[src/rtl/keypad_scanner.sv]
// keypad_scanner: drives one 4x4 keypad column at a time, debounces presses and releases,
// and keeps the last two keys as display digits. Define KEYPAD_REPEAT_EN for auto-repeat while held.
module keypad_scanner #(
    parameter int SCAN_DIV        = 48000,
    parameter int DEBOUNCE_CYCLES = 960000,
    parameter int REPEAT_CYCLES   = 24000000
) (
    input  logic       clk,
    input  logic       reset,
    input  logic [3:0] rows,
    output logic [3:0] cols,
    output logic [3:0] key_code,
    output logic       key_valid,
    output logic [3:0] digit_new,
    output logic [3:0] digit_old
);
    localparam int SCAN_W = $clog2(SCAN_DIV);
    localparam int DEB_W  = $clog2(DEBOUNCE_CYCLES);
    localparam logic [SCAN_W-1:0] SCAN_LAST = SCAN_W'(SCAN_DIV - 1);
    localparam logic [DEB_W-1:0]  DEB_LAST  = DEB_W'(DEBOUNCE_CYCLES - 1);

    typedef enum logic [1:0] {
        ST_SCAN     = 2'd0,
        ST_DEBOUNCE = 2'd1,
        ST_HELD     = 2'd2
    } state_t;

    function automatic logic single_low(input logic [3:0] p);
        case (p)
            4'b1110, 4'b1101, 4'b1011, 4'b0111: single_low = 1'b1;
            default:                            single_low = 1'b0;
        endcase
    endfunction

    function automatic logic [1:0] low_index(input logic [3:0] p);
        case (p)
            4'b1101: low_index = 2'd1;
            4'b1011: low_index = 2'd2;
            4'b0111: low_index = 2'd3;
            default: low_index = 2'd0;
        endcase
    endfunction

    function automatic logic [3:0] decode_key(input logic [1:0] row, input logic [1:0] col);
        case ({row, col})
            4'h0: decode_key = 4'h1;  4'h1: decode_key = 4'h2;
            4'h2: decode_key = 4'h3;  4'h3: decode_key = 4'hA;
            4'h4: decode_key = 4'h4;  4'h5: decode_key = 4'h5;
            4'h6: decode_key = 4'h6;  4'h7: decode_key = 4'hB;
            4'h8: decode_key = 4'h7;  4'h9: decode_key = 4'h8;
            4'hA: decode_key = 4'h9;  4'hB: decode_key = 4'hC;
            4'hC: decode_key = 4'hE;  4'hD: decode_key = 4'h0;
            4'hE: decode_key = 4'hF;  4'hF: decode_key = 4'hD;
            default: decode_key = 4'h0;
        endcase
    endfunction

    logic [3:0]        sync1_q, sync1_d, rs_q, rs_d, pat_q, pat_d, cols_q, cols_d;
    logic [3:0]        key_code_q, key_code_d, digit_new_q, digit_new_d, digit_old_q, digit_old_d;
    logic              key_valid_q, key_valid_d;
    logic [1:0]        col_q, col_d;
    logic [SCAN_W-1:0] dwell_q, dwell_d;
    logic [DEB_W-1:0]  deb_q, deb_d;
    state_t            state_q, state_d;
    logic [3:0]        new_key_s;
    logic              advance_s, accept_s;
`ifdef KEYPAD_REPEAT_EN
    localparam int RPT_W = $clog2(REPEAT_CYCLES);
    localparam logic [RPT_W-1:0] RPT_LAST = RPT_W'(REPEAT_CYCLES - 1);
    logic [RPT_W-1:0]  rpt_q, rpt_d;
`endif

    // Next-state logic: scan, debounce and held-key tracking
    always_comb begin
        sync1_d     = rows;
        rs_d        = sync1_q;
        state_d     = state_q;
        pat_d       = pat_q;
        dwell_d     = dwell_q;
        deb_d       = deb_q;
        advance_s   = 1'b0;
        accept_s    = 1'b0;
        new_key_s   = decode_key(low_index(pat_q), col_q);
`ifdef KEYPAD_REPEAT_EN
        rpt_d       = rpt_q;
`endif
        case (state_q)
            ST_SCAN: begin
                if (dwell_q == SCAN_LAST) begin
                    dwell_d = {SCAN_W{1'b0}};
                    if (rs_q == 4'hF) begin
                        advance_s = 1'b1;
                    end else begin
                        pat_d   = rs_q;
                        deb_d   = {DEB_W{1'b0}};
                        state_d = ST_DEBOUNCE;
                    end
                end else begin
                    dwell_d = dwell_q + SCAN_W'(1);
                end
            end
            ST_DEBOUNCE: begin
                if ((rs_q == pat_q) && single_low(rs_q)) begin
                    if (deb_q == DEB_LAST) begin
                        accept_s = 1'b1;
                        deb_d    = {DEB_W{1'b0}};
                        state_d  = ST_HELD;
`ifdef KEYPAD_REPEAT_EN
                        rpt_d    = {RPT_W{1'b0}};
`endif
                    end else begin
                        deb_d = deb_q + DEB_W'(1);
                    end
                end else begin
                    state_d   = ST_SCAN;
                    advance_s = 1'b1;
                end
            end
            ST_HELD: begin
                // Release must be seen as all-high for a full debounce period
                if (rs_q == 4'hF) begin
                    if (deb_q == DEB_LAST) begin
                        deb_d     = {DEB_W{1'b0}};
                        state_d   = ST_SCAN;
                        advance_s = 1'b1;
                    end else begin
                        deb_d = deb_q + DEB_W'(1);
                    end
                end else begin
                    deb_d = {DEB_W{1'b0}};
                end
`ifdef KEYPAD_REPEAT_EN
                if (rs_q == pat_q) begin
                    if (rpt_q == RPT_LAST) begin
                        rpt_d    = {RPT_W{1'b0}};
                        accept_s = 1'b1;
                    end else begin
                        rpt_d = rpt_q + RPT_W'(1);
                    end
                end else begin
                    rpt_d = {RPT_W{1'b0}};
                end
`endif
            end
            default: begin
                state_d = ST_SCAN;
                deb_d   = {DEB_W{1'b0}};
                dwell_d = {SCAN_W{1'b0}};
            end
        endcase

        if (advance_s) begin
            col_d   = col_q + 2'd1;
            dwell_d = {SCAN_W{1'b0}};
        end else begin
            col_d   = col_q;
        end
        cols_d = ~(4'b0001 << col_d);

        if (accept_s) begin
            key_valid_d = 1'b1;
            key_code_d  = new_key_s;
            digit_old_d = digit_new_q;
            digit_new_d = new_key_s;
        end else begin
            key_valid_d = 1'b0;
            key_code_d  = key_code_q;
            digit_old_d = digit_old_q;
            digit_new_d = digit_new_q;
        end
    end

    // State and output registers
    always_ff @(posedge clk) begin
        if (reset) begin
            sync1_q     <= 4'hF;
            rs_q        <= 4'hF;
            pat_q       <= 4'hF;
            state_q     <= ST_SCAN;
            col_q       <= 2'd0;
            cols_q      <= 4'b1110;
            dwell_q     <= {SCAN_W{1'b0}};
            deb_q       <= {DEB_W{1'b0}};
            key_valid_q <= 1'b0;
            key_code_q  <= 4'h0;
            digit_new_q <= 4'h0;
            digit_old_q <= 4'h0;
`ifdef KEYPAD_REPEAT_EN
            rpt_q       <= {RPT_W{1'b0}};
`endif
        end else begin
            sync1_q     <= sync1_d;
            rs_q        <= rs_d;
            pat_q       <= pat_d;
            state_q     <= state_d;
            col_q       <= col_d;
            cols_q      <= cols_d;
            dwell_q     <= dwell_d;
            deb_q       <= deb_d;
            key_valid_q <= key_valid_d;
            key_code_q  <= key_code_d;
            digit_new_q <= digit_new_d;
            digit_old_q <= digit_old_d;
`ifdef KEYPAD_REPEAT_EN
            rpt_q       <= rpt_d;
`endif
        end
    end

    assign cols      = cols_q;
    assign key_code  = key_code_q;
    assign key_valid = key_valid_q;
    assign digit_new = digit_new_q;
    assign digit_old = digit_old_q;
endmodule

[config.mk]
export PLATFORM = sky130hd
export DESIGN_NAME = keypad_scanner
export DESIGN_NICKNAME = d
export VERILOG_FILES = /design/src/rtl/keypad_scanner.sv
export SDC_FILE = /design/constraint.sdc
export NUM_CORES = 1
export LEC_CHECK = 0
export CORE_MARGIN = 4
export CORE_UTILIZATION = 35
export DETAILED_ROUTE_END_ITERATION = 8
export DONT_BUFFER_PORTS = 1
export GPL_TIMING_DRIVEN = 0
export SETUP_SLACK_MARGIN = 0.02
export SLEW_MARGIN = 15
export SYNTH_ARGS = -nofsm -noshare
export SYNTH_HDL_FRONTEND = slang
export SYNTH_SLANG_ARGS = --single-unit
[constraint.sdc]
create_clock -name clk -period 3.4 [get_ports clk]
set_input_delay 0.17 -clock clk [delete_from_list [all_inputs] [get_ports clk]]
set_output_delay 0.17 -clock clk [all_outputs]
set_load 0.03 [all_outputs]
# After elaboration in Yosys (flattened, before gate mapping)
# Memories as Yosys holds them, arrays and structs flattened. A register that Yosys moved wholly into a read port is not among the register bits.
# Index checks and enable logic that the tools add are counted.
# W data, S select, Z words.
# word_totals
register_bits	61
latchBits	0
ram_bits	0
mem_bits_ro	64
input_bits	6
output_inout_bits	17
mem_count	1
# op_classes
add_sub_neg	3
mul	0
div_mod_pow	0
magnitude_cmp	0
n_eq_ne	19
n_shift	1
n_mux	28
bitwise	2
reduce_logical	8
# memory_table
name	depth	width	read_ports	rd_ports_with_merged_regs	write_ports	line	text
(no name shown)	16	4	1	1	0	45	case ({row, col})
# ops
op	n
$mux W20	5
$pmux W20 S3	1
$pmux W16 S2	1
$eq A4 B4 Y1 const B	6
$add A20 B1 Y20 const B	1
$eq A20 B20 Y1 const B	1
$add A16 B1 Y16 const B	1
$eq A16 B16 Y1 const B	1
$mux W16	1
$mux W2	7
$pmux W2 S3	2
$mux W1	10
$ne A2 B2 Y1 const B	5
$eq A4 B3 Y1 const B	2
$reduce_and A3 Y1	2
$reduce_and A5 Y1	1
$eq A4 B4 Y1	1
$not A4 Y4	1
$reduce_or A2 Y1	2
$reduce_or A4 Y1	1
$shl A1 B2 Y4 const A	1
$ne A3 B3 Y1 const B	1
$pmux W1 S3	1
$add A2 B1 Y2 const B	1
5 further kinds	5

# Logic depth before layout (Yosys ltp)
# depth
depth_word	10
depth_mapped	10

# Worst setup path after synthesis
# Ideal clock, no wire load.
# synth_timing
kind	reg-to-reg
startpoint	reg dwell_q[0]
endpoint	reg state_q[0]
setup_ns	0.128
arrival_ns	2.078
required_time_ns	3.272
slack_ns	1.194
path_stages_with_launch	9
cell_sequence	dfxtp_1 ha_1 nand3_1 nor4_1 a21boi_0 clkbuf_1 a221o_1 mux2i_1 nor2_1
# synth_via
elab_chain_cells	3
# synth_lines
element	line	text
start, declared	62	logic [SCAN_W-1:0] dwell_q, dwell_d;
start signal, assigned	182	dwell_q <= {SCAN_W{1'b0}};
start signal, assigned	198	dwell_q <= dwell_d;
$eq A16 B16 Y1	89	if (dwell_q == SCAN_LAST) begin
$ne A2 B2 Y1 (no source line)	n/a	
$reduce_and A5 Y1 (no source line)	n/a	
end signal, assigned	195	state_q <= state_d;
end, declared	64	state_t state_q, state_d;
# Every way passes these cells.
# A chain may end at the register's enable or synchronous reset.

# Worst setup path in the final report
# Same ends and word-level chain as after synthesis.

==> flow_summary_export.csv <==
group,metric,value,unit
global_route,grt.met2_usage,0.202,
timing,clock.fmax,369,MHz
final_layout,final_layout_size_suffix_gt1_frac,0.143,
yosys,post-synth-top-area-fraction,0.388,
routing,detail_route.wirelength,6.76,mm
run_status,run_status,"finished, final reports clean",
final_layout,area.growth.synth_to_final,12.6,%
yosys,post-synth-top-count-cell,"sky130_fd_sc_hd__dfxtp_1",
placed_design,port_buffers,0,
worst_hold_path,min_path_cells,1,
timing,period_share,0.798,
routing,drt-wirelength-per-cell,13.0,um
yosys,per_instance_average_area_after_synthesis,9.03,um^2
pwr,power.switching,438,uW
pwr,power_density,458,nW/um^2
routing,drtIter0Drc,111,
yosys,ys_top_cells_by_area,"sky130_fd_sc_hd__dfxtp_1 (39%), sky130_fd_sc_hd__xnor2_1 (6.3%), sky130_fd_sc_hd__mux2i_1 (6.0%)",
yosys,synth_warnings,0,
final_layout,antenna_cells,0,
global_route,grt.met1_usage,0.164,
routing,route.detailed.vias_per_inst,4.95,
yosys,yosysSeqAreaShare,0.388,
routing,num_vias,2573,
floorplanning,design.core.area,9280,um^2
final_layout,fillCellCount,936,
routing,antenna_left,0,
routing,detail_route.drc_violations,0,
critical_path,critical_path_class,"reg2reg",
critical_path,timing.critical_path.arrival,2.93,ns
critical_path,ff2ff_path_depth,8,
pwr,sequential_fraction_of_design_power,0.469,
floorplanning,die_x,106,um
cts,skew_pair_late_insertion_delay,0.34,ns
cts,cts_post_setup_buffers_inserted,0,
cts,clock_sink_count,65,
placed_design,gp_congestion,0.821,
floorplanning,die_height,106,um
cts,clockRootBuffer,"sky130_fd_sc_hd__clkbuf_8",
placed_design,place_ws,0.715,ns
placed_design,dpl_cell_area,3510,um^2
global_route,grt.overflow.total,0,
pwr,power.clock.fraction,0.417,
pwr,internal_power,1290,uW
timing,slew_viol_final,0,
pwr,design_power_total,1730,uW
placed_design,detailed_place_hpwl,4.84,mm
cts,h-tree-depth,3,
critical_path,cp_slowest_cell,"sky130_fd_sc_hd__nor4_1",
floorplanning,design.die.area,11200,um^2
global_route,pin_count_of_the_biggest_net_entering_global_routing,12,
yosys,synth_largest_area_cell,"sky130_fd_sc_hd__dfxtp_1",
critical_path,setup.worst_path.end_class,"flip-flop",
run,cap_violations,0,
timing,least_margin_pin_slew,0.707,ns
timing,rsz0062_at_grt,"false",
pwr,total_leakage_power,0.00122,uW
yosys,yosys-top-cells-count,"sky130_fd_sc_hd__dfxtp_1 (65), sky130_fd_sc_hd__nor2_1 (51), sky130_fd_sc_hd__nand2_1 (27)",
yosys,post_synth_inst_count,371,
final_layout,cell_area_after_layout,3770,um^2
timing,post-route-min-period,2.71,ns
worst_hold_path,min-delay-path-class,"reg2reg",
routing,firstDrtPassIters,4,
cts,clk_transition_reported_paths,0.07,ns
yosys,dominantRegCellSynth,"sky130_fd_sc_hd__dfxtp_1",
yosys,synth-edff-count,0,
critical_path,critPathLaunchType,"flip-flop",
timing,timing.final.hold_violations,0,
cts,tritoncts,"yes",
cts,cts_resized,0,
critical_path,timing.critical_path.max_delay_family,"simple AND/OR/NAND/NOR gates",
critical_path,required,3.62,ns
timing,setup_violations,0,
critical_path,timing.critical_path.fanout_max,10,
cts,cts_inserted_buffers,9,
global_route,grt_first_pass_wirelength,11.7,mm
cts,max-clock-path-buffers,2,
timing,smallest_setup_slack_after_layout,0.688,ns
yosys,synth_async_sr_flop_share,0,
pwr,vdd.ir_drop.worst,0.204,mV
global_route,grt_use_total,0.127,
global_route,globalRoute.busiestLayer,"met2",
yosys,post_synth_instance_area,3350,um^2
yosys,number_of_unique_standard_cell_types_used_by_synthesis,53,
pwr,switching_share,0.254,
floorplanning,initial_cell_density_of_the_core,0.361,
global_route,grt_antenna_before_repair,0,
yosys,synthesis.nets,388,
timing,fin_tns_setup,0,ns
critical_path,timing.critical_path.buf_inv,1,
floorplanning,num_rows,35,
floorplanning,io_pins,23,
global_route,grt_util_met3,0.0416,
global_route,grt_pass1_vias,2508,
critical_path,max_stage_delay,0.59,ns
critical_path,worstPathCellList,"ha_1, nand3_1, nor4_1, a21boi_0, clkbuf_1, a221o_1, mux2i_1, nor2_1",
yosys,total_of_flip_flops_plus_latches_after_synthesis,65,
final_layout,design.final.nets,403,
critical_path,path_depth,8,
timing,final.setup_skew,0.00628,ns
timing,slew-limit-headroom,0.529,
pwr,power.share.combinational,0.114,
cell usage in the layout, fill, tap and decap left out, drive strengths merged, types with 4 or more instances in the layout:
cell	n
nand3	13
xor2	10
nand4b	5
nor2	51
and2	4
o21ai	4
a21oi	9
nand4	6
a41oi	4
dfxtp	65
nand3b	5
nor3	14
xnor2	24
buf	13
nor3b	4
ha	11
clkbuf	21
clkinv	4
mux2i	20
inv	11
dlygate4sd3	4
nand2	27
and3	9
nor4	17
or2	9
path summary, 6_finish.rpt:
| path | from | to | slack (ns) |
|---|---|---|---|
| hold / removal | rs_d[0] | rs_q[0] | 0.41 |
| setup / recovery | dwell_q[0] | state_q[0] | 0.69 |
| setup reg to reg | dwell_q[0] | state_q[0] | 0.69 |
| hold reg to reg | rs_d[0] | rs_q[0] | 0.41 |
cell families after synthesis:
family,share of synthesized area
AO/OA/AOI/OAI,0.0721
XOR/XNOR,0.0889
adder cells (fa/ha/maj),0.0411
buffers and inverters,0.0519
flip-flops,0.388
multiplexers,0.0631
AND/OR/NAND/NOR,0.294
power groups by stage:
stage | Combinational, uW | Sequential (uW) | Clock, uW
after floorplan | 155 | 823 | 0
after detailed placement | 195 | 827 | 0
final | 196 | 810 | 720
after CTS | 198 | 809 | 746
after global routing | 223 | 813 | 776
after global placement | 191 | 826 | 0
final cells by class:
class / count / area [um^2] / area share
Timing Repair Buffer: 4 / 40.0 / 0.0106
Multi-Input combinational cell: 271 / 1870 / 0.497
Tap cell: 129 / 161 / 0.0428
Clock inverter: 5 / 78.8 / 0.0209
Buffer: 23 / 129 / 0.0342
Clock buffer: 11 / 141 / 0.0375
Sequential cell: 65 / 1300 / 0.345
Inverter: 12 / 45.0 / 0.0119
state kept, by name (all words and copies together), names as in the netlist:
name	count
cols	4
pat_q	4
digit_new	4
dwell_q	16
state_q	2
deb_q	20
rs_q	4
rs_d	4
digit_old	4
key_valid	1
col_q	2
per-layer routing:
metal | part of all wire | vias to the layer above
li1 | - | 1320
met1 | 0.49 | 1206
met2 | 0.46 | 40
met3 | 0.037 | 7
met4 | 0.012 | 0
met5 | 0 | -
what timing repair did:
item	4_1_cts	5_1_grt
setup endpoints to repair	0	0
endpoints found under the hold margin	4	0
hold buffers	4	0
metrics by stage:
step / utilization / std cells / hold slack (ns)
after floorplan: - / 371 / 0.274
after global placement: 0.378 / 500 / 0.275
after detailed placement: 0.378 / 500 / 0.276
final: 0.406 / 520 / 0.408
after global routing: 0.406 / 520 / 0.420
after CTS: 0.406 / 520 / 0.413
Note: power is estimated with default switching activity, not from simulation.
